**src/rtl/cci_csr_regfile.sv**
```systemverilog
`default_nettype none
// ============================================================================
// Module   : cci_csr_regfile
// Brief    : CCI-P MMIO CSR register file with 4B/8B access, read-only mask,
//            hardware update path and a buffered c2 read-response port.
// Revision : 1.0
// ============================================================================
module cci_csr_regfile #(
    parameter int                   N_CSRS          = 8,
    parameter logic [15:0]          CSR_BASE        = 16'h0020,
    parameter int                   RD_FIFO_DEPTH   = 4,
    parameter logic [N_CSRS-1:0]    RO_MASK         = '0,
    parameter logic [N_CSRS*64-1:0] RESET_VAL       = '0,
    parameter logic [63:0]          DEFAULT_RD_DATA = 64'h0
) (
    input  logic                   clk,
    input  logic                   reset,
    input  logic                   mmio_wr_valid,
    input  logic                   mmio_rd_valid,
    input  logic [15:0]            mmio_addr,
    input  logic [1:0]             mmio_len,
    input  logic [8:0]             mmio_tid,
    input  logic [63:0]            mmio_wdata,
    input  logic [N_CSRS-1:0]      hw_wr_en,
    input  logic [N_CSRS*64-1:0]   hw_wr_data,
    output logic [N_CSRS*64-1:0]   csr_q,
    output logic [N_CSRS-1:0]      csr_wr_pulse,
    output logic                   rsp_valid,
    input  logic                   rsp_ready,
    output logic [8:0]             rsp_tid,
    output logic [63:0]            rsp_data,
    output logic [2:0]             err_status
);

    localparam int c_idx_w = (N_CSRS > 1) ? $clog2(N_CSRS) : 1;
    localparam int c_ptr_w = $clog2(RD_FIFO_DEPTH);
    localparam int c_cnt_w = c_ptr_w + 1;

    logic [15:0]        w_off;
    logic [c_idx_w-1:0] w_idx;
    logic               w_half;
    logic               w_hit;
    logic               w_len8;
    logic               w_len_bad;
    logic               w_misalign;
    logic               w_access_ok;
    logic [63:0]        w_sel;
    logic [63:0]        w_rd_data;

    assign w_off       = mmio_addr - CSR_BASE;
    assign w_idx       = w_off[c_idx_w:1];
    assign w_half      = w_off[0];
    assign w_hit       = (mmio_addr >= CSR_BASE) && ({1'b0, w_off[15:1]} < 16'(N_CSRS));
    assign w_len8      = (mmio_len == 2'd1);
    assign w_len_bad   = mmio_len[1];
    assign w_misalign  = w_len8 && w_half;
    assign w_access_ok = !w_len_bad && !w_misalign;

    always_comb begin
        w_sel = '0;
        for (int i = 0; i < N_CSRS; i++) begin
            if (w_idx == c_idx_w'(i)) begin
                w_sel = csr_q[i*64 +: 64];
            end
        end
    end

    // Read data is taken from the pre-edge register image, so a same-cycle write is not visible
    always_comb begin
        w_rd_data = DEFAULT_RD_DATA;
        if (w_hit && w_access_ok) begin
            if (w_len8) begin
                w_rd_data = w_sel;
            end else begin
                w_rd_data = {32'h0, (w_half ? w_sel[63:32] : w_sel[31:0])};
            end
        end
    end

    genvar gi;
    generate
        for (gi = 0; gi < N_CSRS; gi++) begin : g_csr
            logic        w_host_wr;
            logic [63:0] w_base;
            logic [63:0] w_next;
            logic [63:0] r_csr;
            logic        r_pulse;

            assign w_host_wr = mmio_wr_valid && w_hit && w_access_ok &&
                               (w_idx == c_idx_w'(gi)) && !RO_MASK[gi];
            // Hardware data forms the base so a 4B host write keeps the hw value in the other half
            assign w_base    = hw_wr_en[gi] ? hw_wr_data[gi*64 +: 64] : r_csr;

            always_comb begin
                w_next = w_base;
                if (w_host_wr) begin
                    if (w_len8) begin
                        w_next = mmio_wdata;
                    end else if (w_half) begin
                        w_next[63:32] = mmio_wdata[31:0];
                    end else begin
                        w_next[31:0] = mmio_wdata[31:0];
                    end
                end
            end

            always_ff @(posedge clk) begin
                if (reset) begin
                    r_csr   <= RESET_VAL[gi*64 +: 64];
                    r_pulse <= 1'b0;
                end else begin
                    r_csr   <= w_next;
                    r_pulse <= w_host_wr;
                end
            end

            assign csr_q[gi*64 +: 64] = r_csr;
            assign csr_wr_pulse[gi]   = r_pulse;
        end
    endgenerate

    logic               r_stg_valid;
    logic [8:0]         r_stg_tid;
    logic [63:0]        r_stg_data;
    logic [8:0]         r_fifo_tid  [RD_FIFO_DEPTH];
    logic [63:0]        r_fifo_data [RD_FIFO_DEPTH];
    logic [c_ptr_w-1:0] r_wr_ptr;
    logic [c_ptr_w-1:0] r_rd_ptr;
    logic [c_cnt_w-1:0] r_count;
    logic [2:0]         r_err;
    logic               w_req;
    logic               w_full;
    logic               w_pop;
    logic               w_push_ok;

    assign w_req     = mmio_wr_valid || mmio_rd_valid;
    assign w_full    = (r_count == c_cnt_w'(RD_FIFO_DEPTH));
    assign rsp_valid = (r_count != '0);
    assign w_pop     = rsp_valid && rsp_ready;
    assign w_push_ok = r_stg_valid && (!w_full || w_pop);

    always_ff @(posedge clk) begin
        if (reset) begin
            r_stg_valid <= 1'b0;
            r_stg_tid   <= '0;
            r_stg_data  <= '0;
            r_wr_ptr    <= '0;
            r_rd_ptr    <= '0;
            r_count     <= '0;
            r_err       <= '0;
        end else begin
            r_stg_valid <= mmio_rd_valid;
            if (mmio_rd_valid) begin
                r_stg_tid  <= mmio_tid;
                r_stg_data <= w_rd_data;
            end
            if (w_push_ok) begin
                r_wr_ptr <= r_wr_ptr + 1'b1;
            end
            if (w_pop) begin
                r_rd_ptr <= r_rd_ptr + 1'b1;
            end
            case ({w_push_ok, w_pop})
                2'b10:   r_count <= r_count + 1'b1;
                2'b01:   r_count <= r_count - 1'b1;
                default: r_count <= r_count;
            endcase
            if (r_stg_valid && w_full && !w_pop) begin
                r_err[0] <= 1'b1;
            end
            if (w_req && w_hit && w_misalign) begin
                r_err[1] <= 1'b1;
            end
            if (w_req && w_hit && w_len_bad) begin
                r_err[2] <= 1'b1;
            end
        end
    end

    always_ff @(posedge clk) begin
        if (w_push_ok) begin
            r_fifo_tid[r_wr_ptr]  <= r_stg_tid;
            r_fifo_data[r_wr_ptr] <= r_stg_data;
        end
    end

    assign rsp_tid    = rsp_valid ? r_fifo_tid[r_rd_ptr]  : '0;
    assign rsp_data   = rsp_valid ? r_fifo_data[r_rd_ptr] : '0;
    assign err_status = r_err;

endmodule
`default_nettype wire

```
**config.mk**
```make
export PLATFORM = sky130hd
export DESIGN_NAME = cci_csr_regfile
export DESIGN_NICKNAME = d
export VERILOG_FILES = /design/src/rtl/cci_csr_regfile.sv
export SDC_FILE = /design/constraint.sdc
export NUM_CORES = 2
export LEC_CHECK = 0
export BUFFER_PORTS_ARGS = -buffer_cell sky130_fd_sc_hd__buf_2
export CAP_MARGIN = 5
export CELL_PAD_IN_SITES_DETAIL_PLACEMENT = 1
export CELL_PAD_IN_SITES_GLOBAL_PLACEMENT = 2
export CORE_AREA = 2 2 476 478
export DETAILED_ROUTE_END_ITERATION = 16
export DIE_AREA = 0 0 478 480
export PLACE_DENSITY_LB_ADDON = 0.1
export SETUP_SLACK_MARGIN = 0.4
export SYNTH_ARGS = -nofsm -noshare
export SYNTH_HDL_FRONTEND = slang
export SYNTH_SLANG_ARGS = --single-unit
```
**constraint.sdc**
```tcl
create_clock -name clk -period 6.8 [get_ports clk]
set_input_delay 1.36 -clock clk [delete_from_list [all_inputs] [get_ports clk]]
set_output_delay 1.36 -clock clk [all_outputs]
set_load 0.1 [all_outputs]
```
# Word-level counts from Yosys, hierarchy flattened

Memories as Yosys holds them, arrays and structs flattened. A register that Yosys moved wholly into a read port is not among the register bits.
Index checks and enable logic that the tools add are counted.

Bits in registers: 604
RAM bits: 292
Input port bits: 616
Output and inout bits: 597
Word-level logic and storage cells: 135
Memories kept: 2

Add/subtract/negate cells: 5
$lt $le $gt $ge: 2
Equality and inequality tests: 11
Muxes and demuxes: 60
Reduce and logical (&&, ||, !) cells: 30

Memories:

| memory      | words | width | rd ports | clocked after Yosys merged registers in | write ports | line | text |
|---|---|---|---|---|---|---|---|
| r_fifo_data | 4     | 64    | 1        | 1                                       | 1           | 126  | `logic [63:0] r_fifo_data [RD_FIFO_DEPTH];` |
| r_fifo_tid  | 4     | 9     | 1        | 1                                       | 1           | 125  | `logic [8:0] r_fifo_tid [RD_FIFO_DEPTH];` |

Operators with widths:

| cell                                                                | number |
|---|---|
| 2-to-1 mux 64 bit                                                   | 35 |
| 2-to-1 mux 32 bit                                                   | 17 |
| logical AND 1 bit                                                   | 21 |
| greater-or-equal comparator 16 x 6 -> 1 bit (second input constant) | 1 |
| subtractor 16 x 6 -> 16 bit (second input constant)                 | 1 |
| equality test 3 bit (second input constant)                         | 5 |
| < comparator 15 x 4 -> 1 bit (second input constant)                | 1 |
| 2-to-1 mux 9 bit                                                    | 1 |
| 2-to-1 mux 2 bit                                                    | 4 |
| equality test 3 x 2 -> 1 bit (second input constant)                | 2 |
| case mux 3 bit (2 select lines)                                     | 1 |
| adder 2 x 1 -> 2 bit (second input constant)                        | 2 |
| equality test 2 x 1 -> 1 bit (second input constant)                | 2 |
| zero test 1 bit                                                     | 4 |
| adder 3 x 1 -> 3 bit (second input constant)                        | 1 |
| equality test 3 x 1 -> 1 bit (second input constant)                | 1 |
| zero test 3 bit                                                     | 1 |
| nonzero test 3 bit                                                  | 1 |
| subtractor 3 x 1 -> 3 bit (second input constant)                   | 1 |
| equality test 2 bit (second input constant)                         | 1 |
| logical OR 1 bit                                                    | 2 |
| 2-to-1 mux 1 bit                                                    | 2 |
| nonzero test 2 bit                                                  | 1 |

# Depth between registers and ports, before layout

Depth after elaboration: 13
Mapped depth: 10
Gate-level depth less buffers: 9

# Worst setup path before layout

OpenSTA, ideal clock, no wires.

Path type: input to register
Start point: in rsp_ready
End point: mem r_fifo_data[0][0] (enable)
Setup time: 0.439 ns
Arrival time: 3.480 ns
Required time: 6.361 ns
Setup slack: 2.881 ns
Stages: 4
Path buffers: 1
Cell sequence: nor4b_1 -> nor2b_1 -> clkbuf_1 -> and2_1

Longest elaborated chain between the ends: 5

RTL lines:

| what                                   | line | text |
|---|---|---|
| start: declaration                     | 29   | `input logic rsp_ready,` |
| logical AND 1 bit                      | 139  | `assign w_pop = rsp_valid && rsp_ready;` |
| logical OR 1 bit                       | 140  | `assign w_push_ok = r_stg_valid && (!w_full \|\| w_pop);` |
| logical AND 1 bit                      | 140  |  |
| 2-to-1 mux 1 bit                       | 181  | `if (w_push_ok) begin` |
| 2-to-1 mux 1 bit (implied by the code) | 183  | `r_fifo_data[r_wr_ptr] <= r_stg_data;` |
| end: declaration                       | 126  |  |

No other way between the ends.

==> flow_metrics.tcl <==
set metrics [dict create \
    status "finished, final reports clean" \
    die_w_um 478 \
    ff2ff_setup_slack_ns 4.03 \
    multiInputGateArea_sq_um 20800 \
    min_period_ns 4.65 \
    worstPathRequired_ns 5.44 \
    dr.first_iter.drc_count 2909 \
    drive_gt1_share_pct 37.7 \
    ff2ff_path_depth 4 \
    ys_ff_latch 898 \
    syn_to_final_growth_pct 30.5 \
    p_per_area_nw_per_um2 334 \
    final_max_slew_viol_count 0 \
    initial_utilization_pct 19.3 \
    htreeDepth 3 \
    cts_root_buf "clkbuf_16" \
    ant_nets 0 \
    cts_tree "built" \
    worstSetupStartpointType "register" \
    cts_max_path_buffers 3 \
    crit_path_max_fanout 39 \
    die_h_um 480 \
    ys.flop_type "dfxtp_1" \
    clk_pin_slew_ns 0.06 \
    synth_warnings 0 \
    row_count 174 \
    arrival_ns 3.29 \
    place_congestion 0.826 \
    post-cts-setup-buffer-count 0 \
    hpwl_mm 234 \
    rsz0062_at_grt "no" \
    rr_endpoint "r_fifo_data[2][28]$_DFFE_PP_" \
    track_usage_pct 26.2 \
    antenna_found_initial 181 \
    fill_cells 25500 \
    num_io_pins 1213 \
    dr.pass1.iters 5 \
    core_area_sq_um 224000 \
    routed_wirelength_mm 312 \
    hold_viol_final 0 \
    vias 40400 \
    routedWlPerCell_um 38.0 \
    synth_edf_count 292 \
    grt_max_degree 167 \
    nets 5677 \
    hold_class "register to register" \
    max_freq_mhz 215 \
    syn-cell-area_sq_um 43300 \
    syn-num-nets 4682 \
    holdPathStages 2 \
    grt_pass1_wl_mm 405 \
    drv_cap 0 \
    setup_violations 0 \
    cts_resized 0 \
    clock-skew-final_ns 0.0476 \
    tightest_slew_ns 1.25 \
    vdd_drop_max_mv 0.208 \
    seqCellArea_sq_um 20900 \
    grt_pass1_vias 40900 \
    place_area_sq_um 52400 \
    finalInstanceArea_sq_um 56500 \
    drc 0 \
    die_area_sq_um 229000 \
    synth_cell_types 51 \
    cts_buffers 116 \
    syn_inst 4059 \
    finalSetupTns_ns 0 \
    cts_sinks 898 \
    min_period_over_period_pct 68.4 \
    hold_end "err_status[1]$_SDFFE_PP0P_" \
    synth.avg_cell_area_sq_um 10.7 \
    grt.overflow.total 0 \
    cp-end-kind "output port" \
    hp-start "err_status[1]$_SDFFE_PP0P_" \
    hold_ws_ns 0.475 \
    power_leakage_uw 0.0224 \
    relSlewSlack_pct 16.0 \
    synth_async_sr_flop_share_pct 0 \
    clkLatencyLatePin_ns 0.80 \
    numPortBuffers 1212 \
    cts_hold_buf 0 \
    reg2reg_from "r_count[2]$_SDFFE_PP0P_" \
    ys_seq_area_share_pct 48.3 \
    vias_per_cell 4.92 \
    path_class "register to output port" \
]
## sequential cells by signal, summed over array words and instances (netlist names), named ones only
register / cells
r_stg_data: 64
r_stg_valid: 1
r_stg_tid: 9
err_status: 3
r_wr_ptr: 2
g_csr.r_pulse: 8
g_csr.r_csr: 512
r_fifo_tid: 36
r_count: 3
r_rd_ptr: 2
r_fifo_data: 256
## logic make-up (layout without fill, tap and decap cells)
| kind of cell | after synthesis | after routing | share of synthesized area, % |
|---|---|---|---|
| AND/OR/NAND/NOR | 740 | 740 | 8.24 |
| multiplexers | 723 | 723 | 19.8 |
| AO/OA/AOI/OAI | 1258 | 1258 | 19.4 |
| other | 0 | 53 | 0 |
| adder cells (fa/ha/maj) | 7 | 7 | 0.220 |
| XOR/XNOR | 6 | 6 | 0.121 |
| flip-flops | 898 | 898 | 48.3 |
| buffers and inverters | 427 | 1519 | 3.97 |
## per-layer routing
metal / track usage [%] / share of wire (%) / wire length, um
met1: 33.3 / 43 / 134000
met2: 43.8 / 48 / 150000
met3: 5.39 / 5.4 / 16900
met4: 8.70 / 3.4 / 10600
met5: 0 / 0.13 / 390
## through the flow
stage	utilization (%)	total power (uW)	worst slack, ns	std cells
2_1_floorplan	-	10600	2.88	4059
3_3_place_gp	23.4	12400	1.66	7927
3_5_place_dp	23.4	12500	2.06	7928
4_1_cts	25.2	19100	1.94	8143
5_1_grt	25.2	19500	1.86	8178
6_report	25.2	18900	2.15	8196
## placed cells by master, fill, tap and decap left out, drive strengths merged, types with 53 or more instances in the layout
master  netlist  final
buf         147   1291
dfxtp       606    606
a211oi      514    514
a21oi       360    360
mux2        350    350
nor2        345    345
mux2i       300    300
edfxtp      292    292
clkbuf      268    157
nand2       129    129
o21ai       122    122
and2         81     81
mux4         73     73
nor2b        61     61
o221ai       55     55
diode         0     53
## cell type report
type / count / share of cell area (%)
Sequential cell: 898 / 37.0
Clock inverter: 59 / 1.34
Tap cell: 2992 / 6.62
Clock buffer: 156 / 5.77
Timing Repair Buffer: 1292 / 12.1
Inverter: 12 / 0.0885
Multi-Input combinational cell: 2734 / 36.9
Antenna cell: 53 / 0.235
## how the worst max path moves through the flow
stage	startpoint	to	cells after the start
floorplan	rsp_ready	r_fifo_data[0][0]$_DFFE_PP_	4
global placement	mmio_addr[2]	g_csr[2].r_csr[55]$_SDFF_PP0_	7
detailed placement	mmio_addr[5]	g_csr[4].r_csr[60]$_SDFF_PP0_	9
CTS	register	rsp_data[10]	4
global route	register	rsp_data[10]	4
finish	register	rsp_data[10]	4
## cell usage after synthesis (all sizes together) (4+ instances only)
master	n	area (sq um)
edfxtp	292	8770
nand2b	41	257
a22o	30	263
nand3b	33	248
nand2	129	484
a21oi	360	1800
buf	147	668
nor2b	61	382
nor2	345	1290
o2bb2ai	4	35.0
dfxtp	606	12100
mux2	350	3940
inv	12	45.0
and2	81	507
a221oi	30	263
nor3b	5	42.5
mux2i	300	3000
a32oi	27	236
nand3	12	70.1
clkbuf	268	1010
o22ai	30	188
o221ai	55	482
nor3	14	105
or4	6	45.0
mux4	73	1640
a21o	32	240
o31ai	10	75.1
ha	6	75.1
o21ai	122	611
a22oi	39	293
a211oi	514	3860
## critical path: stages, from the launching register on
cell and delay [ns]:
dfxtp_4 0.89, buf_4 0.50, mux4_2 0.65, and2_1 0.19
buf_2 0.29
## power by group
group | switching, uW | internal [uW]
Combinational | 4850 | 1270
Clock | 2780 | 3840
Sequential | 369 | 5770
Total | 7990 | 10900
(Power assumes the default switching activity.)
